`config.mk`:
```
export PLATFORM = sky130hd
export DESIGN_NAME = irom_loader
export DESIGN_NICKNAME = d
export VERILOG_FILES = /design/src/rtl/irom_loader_pkg.sv /design/src/rtl/irom_word_packer.sv /design/src/rtl/irom_loader.sv
export SDC_FILE = /design/constraint.sdc
export NUM_CORES = 1
export LEC_CHECK = 0
export CAP_MARGIN = 5
export CORE_UTILIZATION = 27
export CTS_BUF_LIST = sky130_fd_sc_hd__clkbuf_4
export CTS_CLUSTER_DIAMETER = 30
export DETAILED_ROUTE_END_ITERATION = 16
export DONT_BUFFER_PORTS = 1
export GPL_TIMING_DRIVEN = 0
export SYNTH_ARGS = -nofsm -noshare
export SYNTH_HDL_FRONTEND = slang
export SYNTH_SLANG_ARGS = --single-unit
export TNS_END_PERCENT = 5
```
`constraint.sdc`:
```
create_clock -name clk -period 1.79 [get_ports clk]
set_input_delay 0.537 -clock clk [delete_from_list [all_inputs] [get_ports clk]]
set_output_delay 0.537 -clock clk [all_outputs]
set_load 0.005 [all_outputs]
```
`src/rtl/irom_loader_pkg.sv`:
```
// Shared types and constants for the instruction-RAM byte-stream loader.
package irom_loader_pkg;

  localparam int unsigned ADDR_W_DEFAULT = 14;
  localparam int unsigned IRAM_DEPTH     = 2 ** ADDR_W_DEFAULT;
  localparam int unsigned BYTE_W         = 8;
  localparam int unsigned LEN_BYTES      = 2;
  localparam int unsigned WORD_BYTES     = 4;
  localparam int unsigned LEN_W          = LEN_BYTES * BYTE_W;
  localparam int unsigned WORD_IDX_W     = $clog2(WORD_BYTES);

  typedef enum logic [1:0] {
    IDLE,
    LEN,
    DATA,
    CSUM
  } loader_state_e;

endpackage

```
`src/rtl/irom_word_packer.sv`:
```
// Assembles little-endian bytes into IRAM words; word_valid/word form the registered write payload.
module irom_word_packer
  import irom_loader_pkg::*;
#(
  parameter int unsigned DATA_W = 32
) (
  input  logic                  clk,
  input  logic                  rst,
  input  logic                  clear,
  input  logic                  byte_valid,
  input  logic [BYTE_W-1:0]     byte_data,
  output logic [WORD_IDX_W-1:0] byte_idx,
  output logic                  word_valid,
  output logic [DATA_W-1:0]     word
);

  // Shift in from the top so the first byte of a word ends up in bits 7:0.
  always_ff @(posedge clk) begin
    if (rst || clear) begin
      byte_idx   <= '0;
      word_valid <= 1'b0;
      word       <= '0;
    end else begin
      word_valid <= byte_valid && (byte_idx == WORD_IDX_W'(WORD_BYTES - 1));
      if (byte_valid) begin
        word     <= {byte_data, word[DATA_W-1:BYTE_W]};
        byte_idx <= byte_idx + WORD_IDX_W'(1);
      end
    end
  end

endmodule

```
`src/rtl/irom_loader.sv`:
```
// Byte-stream IRAM programmer: length header, little-endian words, optional checksum byte.
// Build option: define IROM_LOADER_CHECKSUM_EN to require a trailing mod-256 sum of the data bytes.
module irom_loader
  import irom_loader_pkg::*;
#(
  parameter int unsigned ADDR_W      = ADDR_W_DEFAULT,
  parameter int unsigned DATA_W      = 32,
  parameter int unsigned TIMEOUT_CYC = 1_000_000
) (
  input  logic              clk,
  input  logic              rst,
  input  logic              load_start,
  input  logic [BYTE_W-1:0] rx_data,
  input  logic              rx_valid,
  output logic              rx_ready,
  output logic              iram_we,
  output logic [ADDR_W-1:0] iram_addr,
  output logic [DATA_W-1:0] iram_wdata,
  output logic              busy,
  output logic              done,
  output logic              err,
  output logic              cpu_hold
);

  localparam int unsigned TO_W  = $clog2(TIMEOUT_CYC + 1);
  localparam int unsigned DEPTH = 2 ** ADDR_W;

  loader_state_e         state, state_nx;
  logic [BYTE_W-1:0]     len_lo, len_lo_nx;
  logic                  len_phase, len_phase_nx;
  logic [LEN_W-1:0]      words_left, words_left_nx;
  logic [TO_W-1:0]       idle_cnt, idle_cnt_nx;
  logic [ADDR_W-1:0]     addr_nx;
  logic                  done_nx, err_nx;
  logic [LEN_W-1:0]      len_n_c;
  logic [WORD_IDX_W-1:0] byte_idx;
  logic                  xfer_c, start_c, timeout_c, pack_valid_c, pack_clear_c;
`ifdef IROM_LOADER_CHECKSUM_EN
  logic [BYTE_W-1:0]     csum, csum_nx;
`endif

  assign rx_ready     = (state != IDLE);
  assign busy         = (state != IDLE);
  assign cpu_hold     = busy;
  assign xfer_c       = rx_valid && rx_ready;
  assign start_c      = (state == IDLE) && load_start;
  assign timeout_c    = busy && !xfer_c && (idle_cnt == TO_W'(TIMEOUT_CYC - 1));
  assign pack_valid_c = (state == DATA) && xfer_c;
  assign pack_clear_c = start_c || timeout_c;
  assign len_n_c      = {rx_data, len_lo};

  irom_word_packer #(
    .DATA_W (DATA_W)
  ) u_packer (
    .clk        (clk),
    .rst        (rst),
    .clear      (pack_clear_c),
    .byte_valid (pack_valid_c),
    .byte_data  (rx_data),
    .byte_idx   (byte_idx),
    .word_valid (iram_we),
    .word       (iram_wdata)
  );

  always_ff @(posedge clk) begin
    if (rst) begin
      state      <= IDLE;
      len_lo     <= '0;
      len_phase  <= 1'b0;
      words_left <= '0;
      idle_cnt   <= '0;
      iram_addr  <= '0;
      done       <= 1'b0;
      err        <= 1'b0;
`ifdef IROM_LOADER_CHECKSUM_EN
      csum       <= '0;
`endif
    end else begin
      state      <= state_nx;
      len_lo     <= len_lo_nx;
      len_phase  <= len_phase_nx;
      words_left <= words_left_nx;
      idle_cnt   <= idle_cnt_nx;
      iram_addr  <= addr_nx;
      done       <= done_nx;
      err        <= err_nx;
`ifdef IROM_LOADER_CHECKSUM_EN
      csum       <= csum_nx;
`endif
    end
  end

  // Next-state and bookkeeping; the last data byte moves the FSM on while its write is still in flight.
  always_comb begin
    state_nx      = state;
    len_lo_nx     = len_lo;
    len_phase_nx  = len_phase;
    words_left_nx = words_left;
    idle_cnt_nx   = idle_cnt;
    addr_nx       = iram_addr;
    done_nx       = done;
    err_nx        = err;
`ifdef IROM_LOADER_CHECKSUM_EN
    csum_nx       = csum;
`endif

    if (busy) begin
      idle_cnt_nx = xfer_c ? '0 : idle_cnt + TO_W'(1);
    end
    // Saturate at the top word so a full-depth image never wraps onto address 0.
    if (iram_we && (iram_addr != '1)) begin
      addr_nx = iram_addr + ADDR_W'(1);
    end

    case (state)
      IDLE: begin
        if (load_start) begin
          state_nx      = LEN;
          done_nx       = 1'b0;
          err_nx        = 1'b0;
          addr_nx       = '0;
          len_phase_nx  = 1'b0;
          idle_cnt_nx   = '0;
          words_left_nx = '0;
`ifdef IROM_LOADER_CHECKSUM_EN
          csum_nx       = '0;
`endif
        end
      end
      LEN: begin
        if (xfer_c) begin
          if (!len_phase) begin
            len_lo_nx    = rx_data;
            len_phase_nx = 1'b1;
          end else begin
            words_left_nx = len_n_c;
            if (len_n_c == '0) begin
              done_nx  = 1'b1;
              state_nx = IDLE;
            end else if (32'(len_n_c) > DEPTH) begin
              err_nx   = 1'b1;
              state_nx = IDLE;
            end else begin
              state_nx = DATA;
            end
          end
        end
      end
      DATA: begin
        if (xfer_c) begin
`ifdef IROM_LOADER_CHECKSUM_EN
          csum_nx = csum + rx_data;
`endif
          if (byte_idx == WORD_IDX_W'(WORD_BYTES - 1)) begin
            words_left_nx = words_left - LEN_W'(1);
            if (words_left == LEN_W'(1)) begin
`ifdef IROM_LOADER_CHECKSUM_EN
              state_nx = CSUM;
`else
              done_nx  = 1'b1;
              state_nx = IDLE;
`endif
            end
          end
        end
      end
`ifdef IROM_LOADER_CHECKSUM_EN
      CSUM: begin
        if (xfer_c) begin
          if (rx_data == csum) begin
            done_nx = 1'b1;
          end else begin
            err_nx  = 1'b1;
          end
          state_nx = IDLE;
        end
      end
`endif
      default: state_nx = IDLE;
    endcase

    if (timeout_c) begin
      err_nx   = 1'b1;
      done_nx  = 1'b0;
      state_nx = IDLE;
    end
  end

endmodule
```
* After elaboration in Yosys (flattened, before gate mapping)
Cells that the tools add are included.
Storage, ports and cells: register bits after elaboration 98, latch bits 0, memory bits (writable) 0, bits in read-only memories 0, input bits 12, output and inout bits 52, word-level logic and storage cells 96, memories kept 0
Operators by class: add/subtract/negate cells 4, $mul 0, div/mod/pow operators 0, magnitude comparators 1, equal/unequal tests 18, shift operators 0, multiplexer cells 38, bitwise operators 1, reduce and logical (&&, ||, !) cells 23
Operator list (count):
- $mux W16 | 5
- $mux W20 | 4
- $pmux W16 S3 | 1
- $mux W14 | 3
- $add A20 B1 Y20 const B | 1
- $eq A20 B20 Y1 const B | 1
- $reduce_and A6 Y1 | 3
- $eq A16 B1 Y1 const B | 1
- $gt A16 B15 Y1 const B | 1
- $logic_not A16 Y1 | 1
- $mux W2 | 8
- $sub A16 B1 Y16 const B | 1
- $ne A3 B3 Y1 const B | 5
- $add A14 B1 Y14 const B | 1
- $ne A14 B14 Y1 const B | 1
- $mux W1 | 13
- $ne A2 B2 Y1 const B | 5
- $reduce_and A8 Y1 | 1
- $logic_and A1 B1 Y1 | 7
- $pmux W2 S3 | 1
- $reduce_and A3 Y1 | 2
- $reduce_bool A3 Y1 | 2
- $eq A2 B2 Y1 const B | 2
- $ne A2 B1 Y1 const B | 2
- 10 further kinds | 13

* Longest topological paths before layout
Gate-level depths: netlist of run 1.
depth in word-level cells 7, depth in mapped cells 9, depth with buffers taken out 7

* Cells and area by module
Synthesis of run 1 repeated with hierarchy kept, for this count alone.
Unflattened totals: cell total of the unflattened synthesis 522, area, all modules 4630.7 µm²
By module, submodules not included:
- irom_loader | instances 1, cells each 407, area each 3333.2 µm², sequential area each 1261.2 µm²
- irom_word_packer | instances 1, cells each 115, area each 1297.5 µm², sequential area each 700.7 µm²

* Least setup slack after synthesis of run 1
OpenSTA, ideal clock, no wires.
kind register to register, start point reg state[0], end point reg idle_cnt[15], setup time 0.117 ns, arrival time 1.757 ns, data required time 1.673 ns, path slack -0.084 ns, stages on the path, launching flop included 10, buffers on the path 3, clock period less this slack 1.874 ns, path through dfxtp_1 -> inv_1 -> ha_1 -> buf_1 -> nand2_1 -> nand2b_1 -> or2_2 -> clkbuf_1 -> buf_2 -> nor2_1
Between the ends: cells in the longest elaborated chain, start to end 6, elaborated cells on any way between the ends 7, classes of those cells 4 x mux; 3 x reduce/logical
RTL lines:
- start, declared | RTL line irom_loader.sv:28 | loader_state_e state, state_nx;
- start signal, assigned | RTL line irom_loader.sv:79 | state <= state_nx;
- $reduce_bool A2 Y1 | RTL line irom_loader.sv:42, irom_loader.sv:43
- $logic_and A1 B1 Y1 | RTL line irom_loader.sv:45 | assign xfer_c = rx_valid && rx_ready;
- $mux W20 | RTL line irom_loader.sv:108 | idle_cnt_nx = xfer_c ? '0 : idle_cnt + TO_W'(1);
- $mux W20 | RTL line irom_loader.sv:107 | if (busy) begin
- $mux W20 | RTL line irom_loader.sv:117 | if (load_start) begin
- $mux W20 * | RTL line irom_loader.sv:115 | case (state)
- end signal, assigned | RTL line irom_loader.sv:83 | idle_cnt <= idle_cnt_nx;
- end, declared | RTL line irom_loader.sv:32 | logic [TO_W-1:0] idle_cnt, idle_cnt_nx;
Mark *: on every way between the ends. The rest lies on a longest branch, timed or not. A chain may end at the register's enable or synchronous reset.

* Worst setup path in the final report of run 1
start point reg state[0], end point out cpu_hold
Between the ends: cells in the longest elaborated chain, start to end 1
RTL lines:
- $reduce_bool A2 Y1 | RTL line irom_loader.sv:43 | assign busy = (state != IDLE);
- end, declared | RTL line irom_loader.sv:22 | output logic cpu_hold
Every way passes these cells.

==> flow_summary.toml, run 1 <==
[drt]
firstDrtPassIters = 4
routedWlPerCell_um = 14.2
vias_per_cell = 4.82
drc = 0
postRouteAntennaNets = 0
vias = 3881
drtIter0Drc = 232
wl_um = 11500

[critical_path]
cp.arrival_ns = 1.43
setup.worst_path.end_class = "output port"
critPathBufInv = 4
crit_chain = "inv_2, ha_4, buf_8, inv_8, buf_6"
cp_max_fo = 8
startpoint_type = "register"
cpMaxStageDelayCell = "dfxtp_4"
worst-path-stages = 5
reg2reg_slack_ns = -0.15
reg2regPathDepth = 7
critPathMaxStageDelay_ns = 0.39
crit_type = "reg2out"
cp.required_ns = 1.25
critPathTopFamily = "flip-flops"

[timing]
slew_viol_final = 0
fin_ws_ns = -0.173
setup_viol = 51
totalNegativeSetupSlack_ns = -5.40
finClkSkew_ns = 0.0160
fmax_mhz = 509
hold_violations = 0
rsz0062_at_grt = "true"
post-route-period-util_pct = 110
tightest_slew_ns = 0.550
maxSlewHeadroom_pct = 63.3
finalCriticalPeriod_ns = 1.96

[floorplanning]
die_area_um2 = 17800
io_pins = 64
die_w_um = 133
core_um2 = 16700
die_h_um = 133
fp-row-count = 47
initial_utilization_pct = 27.9

[clock_network]
cts_buffers = 9
cts_sinks = 98
clockBufferDepth = 2
cts_tree = "yes"
path_clk_slew_ns = 0.16
htreeDepth = 3
cts_root_buf = "clkbuf_4"
clk_latency_ns = 0.48

[grt]
antenna_found_initial = 0
grtUsageTotal_pct = 13.2
grt_pass1_vias = 3622
globalRouteOverflowTotal = 0
grt_max_degree = 17
grt_pass1_wl_um = 18900

[placed_design]
place.gp.congestion = 0.792
dpl_cell_area_um2 = 4930
dp_hpwl_um = 8180
port_buffers = 0
dpl.cell_count = 783

[synth]
ys_types = 59
yosys-top-cells-count = "nand2_1 (102), dfxtp_1 (98), nor2_1 (63), a21oi_1 (37)"
synth_cells = 563
synth_compound_area_share_pct = 13.9
synthXorXnorAreaFrac_pct = 6.96
synth.area.top_cells = "dfxtp_1 (42%), nand2_1 (8.2%), nor2_1 (5.1%)"
yosysSeqAreaShare_pct = 42.1
synth_top_family_by_area = "simple AND/OR/NAND/NOR gates"
synth_edf_count = 0
synth_ff_type = "dfxtp_1"
synthMuxAreaShare_pct = 2.36
ys_ff_latch = 98
synth_fa_ha_area_share_pct = 2.42
synth_nets = 584
yosys.area.top_type = "dfxtp_1"
postSynth.asyncResetShare_pct = 0
yosysWarnings = 0
netlist_area_um2 = 4660
avgSynthCellArea_um2 = 8.27
yosys.area_share.simple_pct = 27.4
yosysTopAreaCellShare_pct = 42.1
yosysMostFrequentCell = "nand2_1"

[layout]
syn_to_final_growth_pct = 18.8
drive_gt1_share_pct = 22.2
nets = 602
antenna_cells = 0
fin_area_um2 = 5530
stdcell_count = 806
final_util_pct = 33.1

[pwr]
p_per_area_nw_per_um2 = 925
peakVddDrop_uv = 375
p_leak_nw = 1.82
total_power_mw = 5.12

[min_path]
hold_class = "in2reg"
min_path_cells = 2

[outcome]
violations = "setup timing"
outcome = "finished with violations"

[flow_run]
cap_viol_max_count = 0
==> metrics by stage <==
step                worst slack, ns  hold WS, ns
floorplan                   -0.0452        0.450
global placement             -0.506        0.460
detailed placement           -0.485        0.468
CTS                          -0.160        0.142
global route                 -0.263        0.127
finish                       -0.173        0.168
==> layout by cell type, fill, tap and decap left out, types with 3 or more instances in the layout <==
cell type	count
buf_12	3
dfxtp_2	12
nand3_1	19
a21oi_1	31
o21ai_1	4
a211oi_1	4
nor3_2	3
and3_1	4
nand2b_1	4
mux2i_1	11
clkbuf_1	7
buf_6	4
o32ai_1	4
or3_1	3
o21ai_0	8
nand4_1	10
ha_1	5
nor3_4	3
clkinv_4	3
a21oi_2	24
nand2_1	100
dfxtp_1	82
a22oi_1	5
a22o_1	4
nor4_4	6
nor3_1	11
nor2_2	4
nor4_1	4
buf_4	11
clkbuf_2	5
dfxtp_4	4
xor2_1	19
clkbuf_4	10
inv_1	12
nor2_1	59
xnor2_1	17
==> cells by family (layout without fill, tap and decap cells) <==
kind of cell	after synthesis	count (layout)
buffers and inverters	46	69
AOI/OAI and AO/OA	97	97
DFF	98	98
and+or+nand+nor	265	265
muxes	11	11
xor gates and xnor gates	37	37
adders and majority gates	9	9
==> per-layer routing <==
metal / GRT usage, % / part of all wire (%) / wire, um
met5: 0 / 0 / 0
met4: 3.72 / 1.6 / 182
met3: 4.87 / 6.6 / 758
met2: 20.6 / 47 / 5390
met1: 16.9 / 45 / 5140
==> worst paths after layout <==
path,from,end
hold reg to reg,u_packer.word[7],u_packer.word[7]
setup / recovery,state[0],cpu_hold
hold / removal,rx_data[4],u_packer.word[28]
setup reg to reg,idle_cnt[15],u_packer.word[12]
==> sequential cells by signal, summed over array words and instances (netlist names) <==
name / cells
len_phase: 1
words_left: 16
u_packer.word_valid: 1
err: 1
state: 2
len_lo: 8
u_packer.word: 32
u_packer.byte_idx: 2
iram_addr: 14
idle_cnt: 20
done: 1
==> worst reg2reg max path: stages (launching register included) <==
cell,delay (ns)
dfxtp_2,0.36
or4_4,0.54
nor4_4,0.32
and2_4,0.20
or2_4,0.12
buf_12,0.14
clkbuf_16,0.15
a21oi_1,0.04
==> what timing repair did <==
action                                  in CTS  in global routing
gates cloned                                 0                  2
pin swaps                                    6                  9
hold endpoints to repair                     0                  0
endpoints found under the setup margin      97                 90
resized for setup                           64                 49
hold buffers                                 0                  0
setup buffers                                7                  1
==> where the power goes <==
| group | switching (mW) | internal (mW) | total [mW] |
|---|---|---|---|
| Combinational | 0.862 | 0.703 | 1.57 |
| Sequential | 0.0823 | 2.25 | 2.33 |
| Clock | 0.798 | 0.425 | 1.22 |
==> area by class of cell <==
type                            count  area [um2]
Fill cell                        1751       11200
Multi-Input combinational cell    419        2720
Sequential cell                    98        1990
Tap cell                          220         275
Buffer                             28         230
Timing Repair Buffer               10         110
Clock inverter                      7        70.1
Clock buffer                        9        67.6
Inverter                           15        63.8
Note: power is estimated with default switching activity, not from simulation.
==> run 2, diff against run 1 <==
--- a/config.mk
+++ b/config.mk
@@ -11,6 +11,7 @@
 export CTS_CLUSTER_DIAMETER = 30
 export DETAILED_ROUTE_END_ITERATION = 16
 export DONT_BUFFER_PORTS = 1
+export GPL_ROUTABILITY_DRIVEN = 0
 export GPL_TIMING_DRIVEN = 0
 export SYNTH_ARGS = -nofsm -noshare
 export SYNTH_HDL_FRONTEND = slang
==> results of run 2 <==
The final DEF is identical to that of run 1; final timing and power are the same.
